--- src/rtl/mat_cache_ctrl.sv ---
// Command sequencer for the matrix cache: turns LOAD / STREAM / TRANSPOSE
// commands into per-cycle cache read, write and transpose controls.
module mat_cache_ctrl #(
  parameter int WIDTH           = 128,
  parameter int WIDTH_ADDR_SIZE = 1 + $clog2(WIDTH),
  parameter int CACHE_SIZE      = 4,
  parameter int CACHE_ADDR_SIZE = $clog2(CACHE_SIZE)
) (
  input  logic                       clock,
  input  logic                       reset_n,
  input  logic                       cmd_valid,
  output logic                       cmd_ready,
  input  logic [1:0]                 cmd_op,
  input  logic [CACHE_ADDR_SIZE-1:0] cmd_addr1,
  input  logic [CACHE_ADDR_SIZE-1:0] cmd_addr2,
  input  logic                       in_valid,
  output logic                       in_ready,
  output logic                       out_valid,
  input  logic                       out_ready,
  output logic                       busy,
  output logic                       done,
  output logic                       cache_read_enable,
  output logic                       cache_write_enable,
  output logic                       cache_transpose_enable,
  output logic [1:0]                 cache_read_type,
  output logic [1:0]                 cache_write_type,
  output logic [CACHE_ADDR_SIZE-1:0] cache_read_addr1,
  output logic [CACHE_ADDR_SIZE-1:0] cache_read_addr2,
  output logic [CACHE_ADDR_SIZE-1:0] cache_write_addr1,
  output logic [CACHE_ADDR_SIZE-1:0] cache_write_addr2,
  output logic [WIDTH_ADDR_SIZE-1:0] cache_read_param,
  output logic [WIDTH_ADDR_SIZE-1:0] cache_write_param
);

  typedef enum logic [1:0] {IDLE, LOAD, STREAM, XPOSE} state_e;

  localparam logic [1:0] OP_LOAD   = 2'd0;
  localparam logic [1:0] OP_STREAM = 2'd1;
  localparam logic [1:0] OP_XPOSE  = 2'd2;
  localparam logic [WIDTH_ADDR_SIZE-1:0] LAST_BEAT = WIDTH_ADDR_SIZE'(WIDTH - 1);

  state_e                     state_q, state_d;
  logic [WIDTH_ADDR_SIZE-1:0] cnt_q, cnt_d;
  logic [CACHE_ADDR_SIZE-1:0] addr1_q, addr1_d;
  logic [CACHE_ADDR_SIZE-1:0] addr2_q, addr2_d;
  logic                       done_q, done_d;
  logic                       ready_q, ready_d;
  logic                       accept;

  always_ff @(posedge clock or negedge reset_n) begin
    if (!reset_n) begin
      state_q <= IDLE;
      cnt_q   <= '0;
      addr1_q <= '0;
      addr2_q <= '0;
      done_q  <= 1'b0;
      ready_q <= 1'b0;
    end else begin
      state_q <= state_d;
      cnt_q   <= cnt_d;
      addr1_q <= addr1_d;
      addr2_q <= addr2_d;
      done_q  <= done_d;
      ready_q <= ready_d;
    end
  end

  assign accept = cmd_valid && ready_q && (state_q == IDLE);

  // The counter parks at the last beat on completion instead of wrapping.
  always_comb begin
    state_d = state_q;
    cnt_d   = cnt_q;
    addr1_d = addr1_q;
    addr2_d = addr2_q;
    done_d  = 1'b0;
    case (state_q)
      IDLE: begin
        if (accept) begin
          addr1_d = cmd_addr1;
          addr2_d = cmd_addr2;
          cnt_d   = '0;
          case (cmd_op)
            OP_LOAD:   state_d = LOAD;
            OP_STREAM: state_d = STREAM;
            OP_XPOSE:  state_d = XPOSE;
            default:   done_d  = 1'b1;
          endcase
        end
      end
      LOAD: begin
        if (in_valid) begin
          if (cnt_q == LAST_BEAT) begin
            state_d = IDLE;
            done_d  = 1'b1;
          end else begin
            cnt_d = cnt_q + 1'b1;
          end
        end
      end
      STREAM: begin
        if (out_ready) begin
          if (cnt_q == LAST_BEAT) begin
            state_d = IDLE;
            done_d  = 1'b1;
          end else begin
            cnt_d = cnt_q + 1'b1;
          end
        end
      end
      XPOSE: begin
        state_d = IDLE;
        done_d  = 1'b1;
      end
      default: state_d = IDLE;
    endcase
    ready_d = (state_d == IDLE);
  end

  always_comb begin
    in_ready               = 1'b0;
    out_valid              = 1'b0;
    cache_read_enable      = 1'b0;
    cache_write_enable     = 1'b0;
    cache_transpose_enable = 1'b0;
    case (state_q)
      LOAD: begin
        in_ready           = 1'b1;
        cache_write_enable = in_valid;
      end
      STREAM: begin
        out_valid         = 1'b1;
        cache_read_enable = 1'b1;
      end
      XPOSE:   cache_transpose_enable = 1'b1;
      default: ;
    endcase
    cmd_ready         = ready_q;
    done              = done_q;
    busy              = (state_q != IDLE);
    cache_read_type   = 2'd0;
    cache_write_type  = 2'd0;
    cache_read_addr1  = addr1_q;
    cache_read_addr2  = addr2_q;
    cache_write_addr1 = addr1_q;
    cache_write_addr2 = addr2_q;
    cache_read_param  = cnt_q;
    cache_write_param = cnt_q;
  end

endmodule

--- config.mk ---
export PLATFORM = sky130hd
export DESIGN_NAME = mat_cache_ctrl
export DESIGN_NICKNAME = d
export VERILOG_FILES = /design/src/rtl/mat_cache_ctrl.sv
export SDC_FILE = /design/constraint.sdc
export NUM_CORES = 1
export LEC_CHECK = 0
export CORE_MARGIN = 10
export CORE_UTILIZATION = 45
export CTS_CLUSTER_SIZE = 12
export DETAILED_ROUTE_END_ITERATION = 10
export PLACE_DENSITY = 0.84
export SETUP_SLACK_MARGIN = 0.05
export SYNTH_ARGS = -nofsm -noshare
export SYNTH_HDL_FRONTEND = slang
export SYNTH_SLANG_ARGS = --single-unit
--- constraint.sdc ---
create_clock -name clock -period 4.6 [get_ports clock]
set_input_delay 0.69 -clock clock [delete_from_list [all_inputs] [get_ports clock]]
set_output_delay 0.69 -clock clock [all_outputs]
set_load 0.005 [all_outputs]
==> results.cfg, run 1 <==
[outcome]
run_status = finished clean

[worst_setup_path]
crit_slowest_cell = clkdlybuf4s50_1
worstPathRequired_ns = 3.91
critical_path_peak_fanout = 3
critPathLaunchType = input pin
top_delay_family_on_crit_path = buffers and inverters
critical_path.endpoint_type = output port
critPathArrivalTime_ns = 1.79
crit_chain = clkdlybuf4s50_1 -> and2_1 -> clkdlybuf4s50_1
critical_path_buffers_and_inverters = 2
timing.setup.critical_path_class = input pin to output port
reg2reg_depth = 6
critPathMaxStageDelay_ns = 0.49
rr_endpoint = done
worst_r2r_startpoint = state_q[0]
crit_top_cell = clkdlybuf4s50_1
rrSetupSlack_ns = 2.45

[timing]
hold_viol = 0
maxSlewViolCount = 0
whs_ns = 0.542
fin_setup_tns_ns = 0
layout_worst_path_cycle_share_pct = 53.8
final_min_period_ns = 2.48
worstMarginPinSlew_ns = 0.817
unrepaired_setup_endpoints_after_global_routing = no
relSlewSlack_pct = 45.2
fin_skew_ns = 0.0112
setup-violations-final = 0
fmaxAchievable_mhz = 404

[drt]
drc_errors = 0
drt_wl_total_microns = 2860
via_per_instance_ratio = 5.57
vias = 942
post_drt_antenna_nets = 0
initial_drt_pass_iterations = 4
route.detailed.wl_per_inst_microns = 16.9
first_iter_violations = 29

[synthesis]
ys_types = 31
synth-edff-count = 0
synth_seq_area_share_pct = 36.2
netlist_top_cells_area = dfrtp_1, buf_4, ha_1
syn_area_per_cell_sq_um = 9.95
async_flop_share_pct = 100
post_synth_inst_count = 111
synth_flop_cell = dfrtp_1
post-synth-top-area-cell = dfrtp_1
synth_top_cell_area_share_pct = 36.2
flip_flop_and_latch_count_after_synthesis = 16
yosys_warnings = 0
syn_area_sq_um = 1100

[final_layout]
drive_above_1_share_pct = 8.51
fillCellCount = 186
ant_diodes = 0
area_delta_synth_final_pct = 32.8
num-nets-final = 161
final_common_cell = clkdlybuf4s50_1
fin_area_sq_um = 1470
commonest_cells_after_routing_fill_and_taps_aside = clkdlybuf4s50_1, dfrtp_1, inv_1, ha_1

[floorplanning]
initial_core_utilization_pct = 48.5
floorplan.core_area_sq_um = 2280
rows = 17
die_x_microns = 69.6
fp.dieArea_sq_um = 4840
pin_count = 47
dieHeight_microns = 69.6

[placement]
placement.cell_area_sq_um = 1430
port-buffer-count = 42
dp.final_hpwl_microns = 2300
globalplace.congestion = 0.831

[min_path]
worstHoldPathType = flip-flop to flip-flop
hold_path_end = cache_read_addr1[1]
min-delay-start = cache_read_addr1[1]
timing.hold.worst_path_depth = 1

[flow_run]
cap_viol_max_count = 0

[clock_network]
clock_insertion_delay_worst_skew_ns = 0.29
cts_setup_buffers = 0
tritoncts = built
hold_buffers = 0
cts-buffers-inserted = 3
worst_setup_hold_path_clk_slew_ns = 0.09
root_buffer = clkbuf_4
ctsHtreeMaxLevel = 1
cts.sink_count = 16
clock_tree.buffer_depth = 2
post_cts.resized_instances = 0

[global_routing]
maximum_number_of_pins_on_one_net_before_global_route_repair = 19
grt_pass1_vias = 961
grt_pass1_wl_microns = 4660
global_route.overflow_total = 0
track_usage_pct = 11.3
grt_antenna_before_repair = 0

[power_and_ir_drop]
power.leakage_nw = 0.595
p_per_area_nw_per_um2 = 525
power_total_mw = 0.770
ir_drop_v = 0.000367
state kept, by name, indices dropped and copies added (netlist names):
register,cells
cmd_ready,1
state_q,2
cache_read_param,8
cache_read_addr2,2
done,1
cache_read_addr1,2
Yosys cell counts (2+ instances only):
library cell   n
nor2_1         3
inv_1          8
dfrtp_1       16
o22ai_1        2
nand3_1        7
mux2_2         5
o21ai_0        3
nand2b_1       3
nand2_1        2
o31ai_1        7
ha_1           8
a21oi_1        6
or4_1          5
buf_4         18
mux2i_1        2
layout make-up:
class / instances / area (sq um) / share of cell area [%]
multi-input combinational: 71 / 546 / 37.2
timing repair buffer: 42 / 420 / 28.6
sequential: 16 / 400 / 27.3
clock buffer: 4 / 36.3 / 2.47
tap: 28 / 35.0 / 2.39
inverter: 8 / 30.0 / 2.05
how the worst max path moves through the flow:
stage,startpoint,end,slack (ns),cells past startpoint
2_1_floorplan,state_q[0],cache_read_param[5],2.90,6
6_report,in_valid,cache_write_enable,2.12,3
4_1_cts,in_valid,cache_write_enable,2.11,3
3_3_place_gp,in_valid,cache_write_enable,2.13,3
3_5_place_dp,in_valid,cache_write_enable,2.11,3
5_1_grt,in_valid,cache_write_enable,2.05,3
cells by family (layout without fill, tap and decap cells):
logic type	after synthesis	in the layout	synth area share [%]
muxes	7	7	6.91
and+or+nand+nor	29	29	17.7
buffers and inverters	27	54	15.4
other	1	4	0.339
AOI/OAI and AO/OA	23	23	14.4
adders and majority gates	8	8	9.06
DFF	16	16	36.2
power breakdown:
part | switching, mW | total (mW) | internal, mW
clock | 0.0451 | 0.0933 | 0.0482
combinational | 0.207 | 0.451 | 0.244
sequential | 0.0434 | 0.226 | 0.182
total | 0.295 | 0.770 | 0.475
per-stage QoR:
| step | utilization, % | setup slack, ns | instances |
|---|---|---|---|
| 2_1_floorplan | - | 2.90 | 114 |
| 3_3_place_gp | 62.9 | 2.13 | 165 |
| 3_5_place_dp | 62.9 | 2.11 | 165 |
| 4_1_cts | 64.5 | 2.11 | 169 |
| 5_1_grt | 64.5 | 2.05 | 169 |
| 6_report | 64.5 | 2.12 | 169 |
layer usage:
metal	up-vias	GRT usage, %	wire [microns]
met5	-	0	0
met4	0	2.22	38
met3	4	5.71	256
met2	41	19.5	1450
met1	455	11.9	1110
li1	442	-	-
No activity file was read; power rests on OpenSTA's default activity.
==> run 2, diff against run 1 <==
--- a/config.mk
+++ b/config.mk
@@ -6,10 +6,10 @@
 export NUM_CORES = 1
 export LEC_CHECK = 0
 export CORE_MARGIN = 10
-export CORE_UTILIZATION = 45
+export CORE_UTILIZATION = 42
 export CTS_CLUSTER_SIZE = 12
 export DETAILED_ROUTE_END_ITERATION = 10
-export PLACE_DENSITY = 0.84
+export PLACE_DENSITY = 0.79
 export SETUP_SLACK_MARGIN = 0.05
 export SYNTH_ARGS = -nofsm -noshare
 export SYNTH_HDL_FRONTEND = slang
==> constraint.sdc (replaced) <==
create_clock -name clock -period 2.5 [get_ports clock]
set_input_delay 0.375 -clock clock [delete_from_list [all_inputs] [get_ports clock]]
set_output_delay 0.375 -clock clock [all_outputs]
set_load 0.005 [all_outputs]
==> run 2 against run 1 <==
Compared with the run above: design area up 0.68%; critical path depth up 1; first-iteration DRC count up 38%; sequential power up 86%; non-clock buffer count up 1; worst setup slack worse by 1.7 ns; routed wire length down 2.8%; global-route usage down 0.63 points; critical path type is now flip-flop to output port; critical endpoint is now busy; highest routed layer unchanged.
==> results.cfg, run 2 (same netlist as run 1, synthesis figures left out) <==
[power_and_ir_drop]
power_total_mw = 1.41
p_per_area_nw_per_um2 = 952
p_sw_mw = 0.533
internal_power_mw = 0.873
p_comb_share_pct = 57.8
power.leakage_nw = 0.601
sequential_fraction_of_design_power_pct = 30.0
ir_drop_v = 0.000604
power.clock.fraction_pct = 12.3
sw_frac_of_total_pct = 37.9

[drt]
initial_drt_pass_iterations = 4
drc_errors = 0
route.detailed.wl_per_inst_microns = 16.2
via_per_instance_ratio = 5.30
post_drt_antenna_nets = 0
drt_wl_total_microns = 2780
vias = 912
first_iter_violations = 40

[timing]
relSlewSlack_pct = 51.3
hold_viol = 0
setup_ws_ns = 0.390
unrepaired_setup_endpoints_after_global_routing = no
fin_setup_tns_ns = 0
final_min_period_ns = 2.11
layout_worst_path_cycle_share_pct = 84.4
worstMarginPinSlew_ns = 0.728
whs_ns = 0.513
setup-violations-final = 0
fmaxAchievable_mhz = 474
maxSlewViolCount = 0
fin_skew_ns = 0.000694

[worst_setup_path]
reg2reg_depth = 6
critical_path_peak_fanout = 6
critPathLaunchType = flip-flop
rrSetupSlack_ns = 0.47
critical_path.endpoint_type = output port
rr_endpoint = cache_read_param[5]
worstPathRequired_ns = 2.12
timing.setup.critical_path_class = flip-flop to output port
worst_r2r_startpoint = state_q[0]
critPathArrivalTime_ns = 1.74

[clock_network]
worst_setup_hold_path_clk_slew_ns = 0.10
clock_insertion_delay_worst_skew_ns = 0.29
cts-buffers-inserted = 3
ctsHtreeMaxLevel = 1
hold_buffers = 0
post_cts.resized_instances = 0
clock_tree.buffer_depth = 2
cts_setup_buffers = 0
tritoncts = built
root_buffer = clkbuf_4
cts.sink_count = 16

[final_layout]
commonest_cells_after_routing_fill_and_taps_aside = clkdlybuf4s50_1, dfrtp_1, inv_1, ha_1
ant_diodes = 0
final_common_cell = clkdlybuf4s50_1
layout.core_utilization_pct = 59.1
area_delta_synth_final_pct = 33.7
fin_area_sq_um = 1480
largest_register_ffs = 8
post_layout_nonfiller_instances = 172
num-nets-final = 162
drive_above_1_share_pct = 9.15

[placement]
placement.cell_area_sq_um = 1440
globalplace.congestion = 0.918
port-buffer-count = 42
dp_worst_setup_slack_ns = 0.424
dpl.cell_count = 168
dp.final_hpwl_microns = 2190

[floorplanning]
die_x_microns = 71.3
fp.dieArea_sq_um = 5080
initial_core_utilization_pct = 44.2
rows = 18
pin_count = 47
floorplan.core_area_sq_um = 2500
dieHeight_microns = 71.3

[global_routing]
grt_pass1_vias = 925
grt_antenna_before_repair = 0
global_route.overflow_total = 0
track_usage_pct = 10.6
grt_pass1_wl_microns = 4550
maximum_number_of_pins_on_one_net_before_global_route_repair = 19

[min_path]
worstHoldPathType = input pin to asynchronous set/reset pin

[outcome]
run_status = finished clean

[flow_run]
cap_viol_max_count = 0
==> run 2: changes by cell type in the layout (fill, tap and decap cells not counted) <==
| cell | previous run | this run |
|---|---|---|
| buf_4 | 0 | 1 |
==> run 2: worst max path at each step <==
stage	depth (start not counted)	slack [ns]	from	to
floorplan	6	0.80	state_q[0]	cache_read_param[5]
global placement	5	0.50	in_valid	cache_read_param[3]
detailed placement	5	0.42	in_valid	cache_read_param[5]
CTS	4	0.37	state_q[0]	busy
global route	4	0.29	state_q[0]	busy
finish	4	0.39	state_q[0]	busy
==> run 2: layout make-up <==
cell class	count	area [sq um]
fillers	228	1020
multi-input cells	71	546
repair buffers	43	428
flip-flops and latches	16	400
well taps	30	37.5
clock buffers	4	36.3
inverters	8	30.0
==> run 2: routing by layer <==
| layer | global-route usage [%] | wire (microns) |
|---|---|---|
| met3 | 4.68 | 258 |
| met1 | 12.4 | 1200 |
| met2 | 17.4 | 1310 |
| met5 | 0 | 0 |
| met4 | 2.58 | 8 |
==> run 2: power by group through the flow <==
stage	Combinational (mW)	Clock (mW)	Sequential, mW
final	0.812	0.173	0.421
after CTS	0.823	0.178	0.421
after detailed placement	0.820	0	0.425
after global placement	0.800	0	0.415
after global routing	0.889	0.191	0.438
after floorplan	0.497	0	0.412
==> run 2: worst max-delay path, stage by stage (launching register included) <==
cell	delay, ns
dfrtp_1	0.44
inv_1	0.09
ha_1	0.29
inv_1	0.12
clkdlybuf4s50_1	0.51
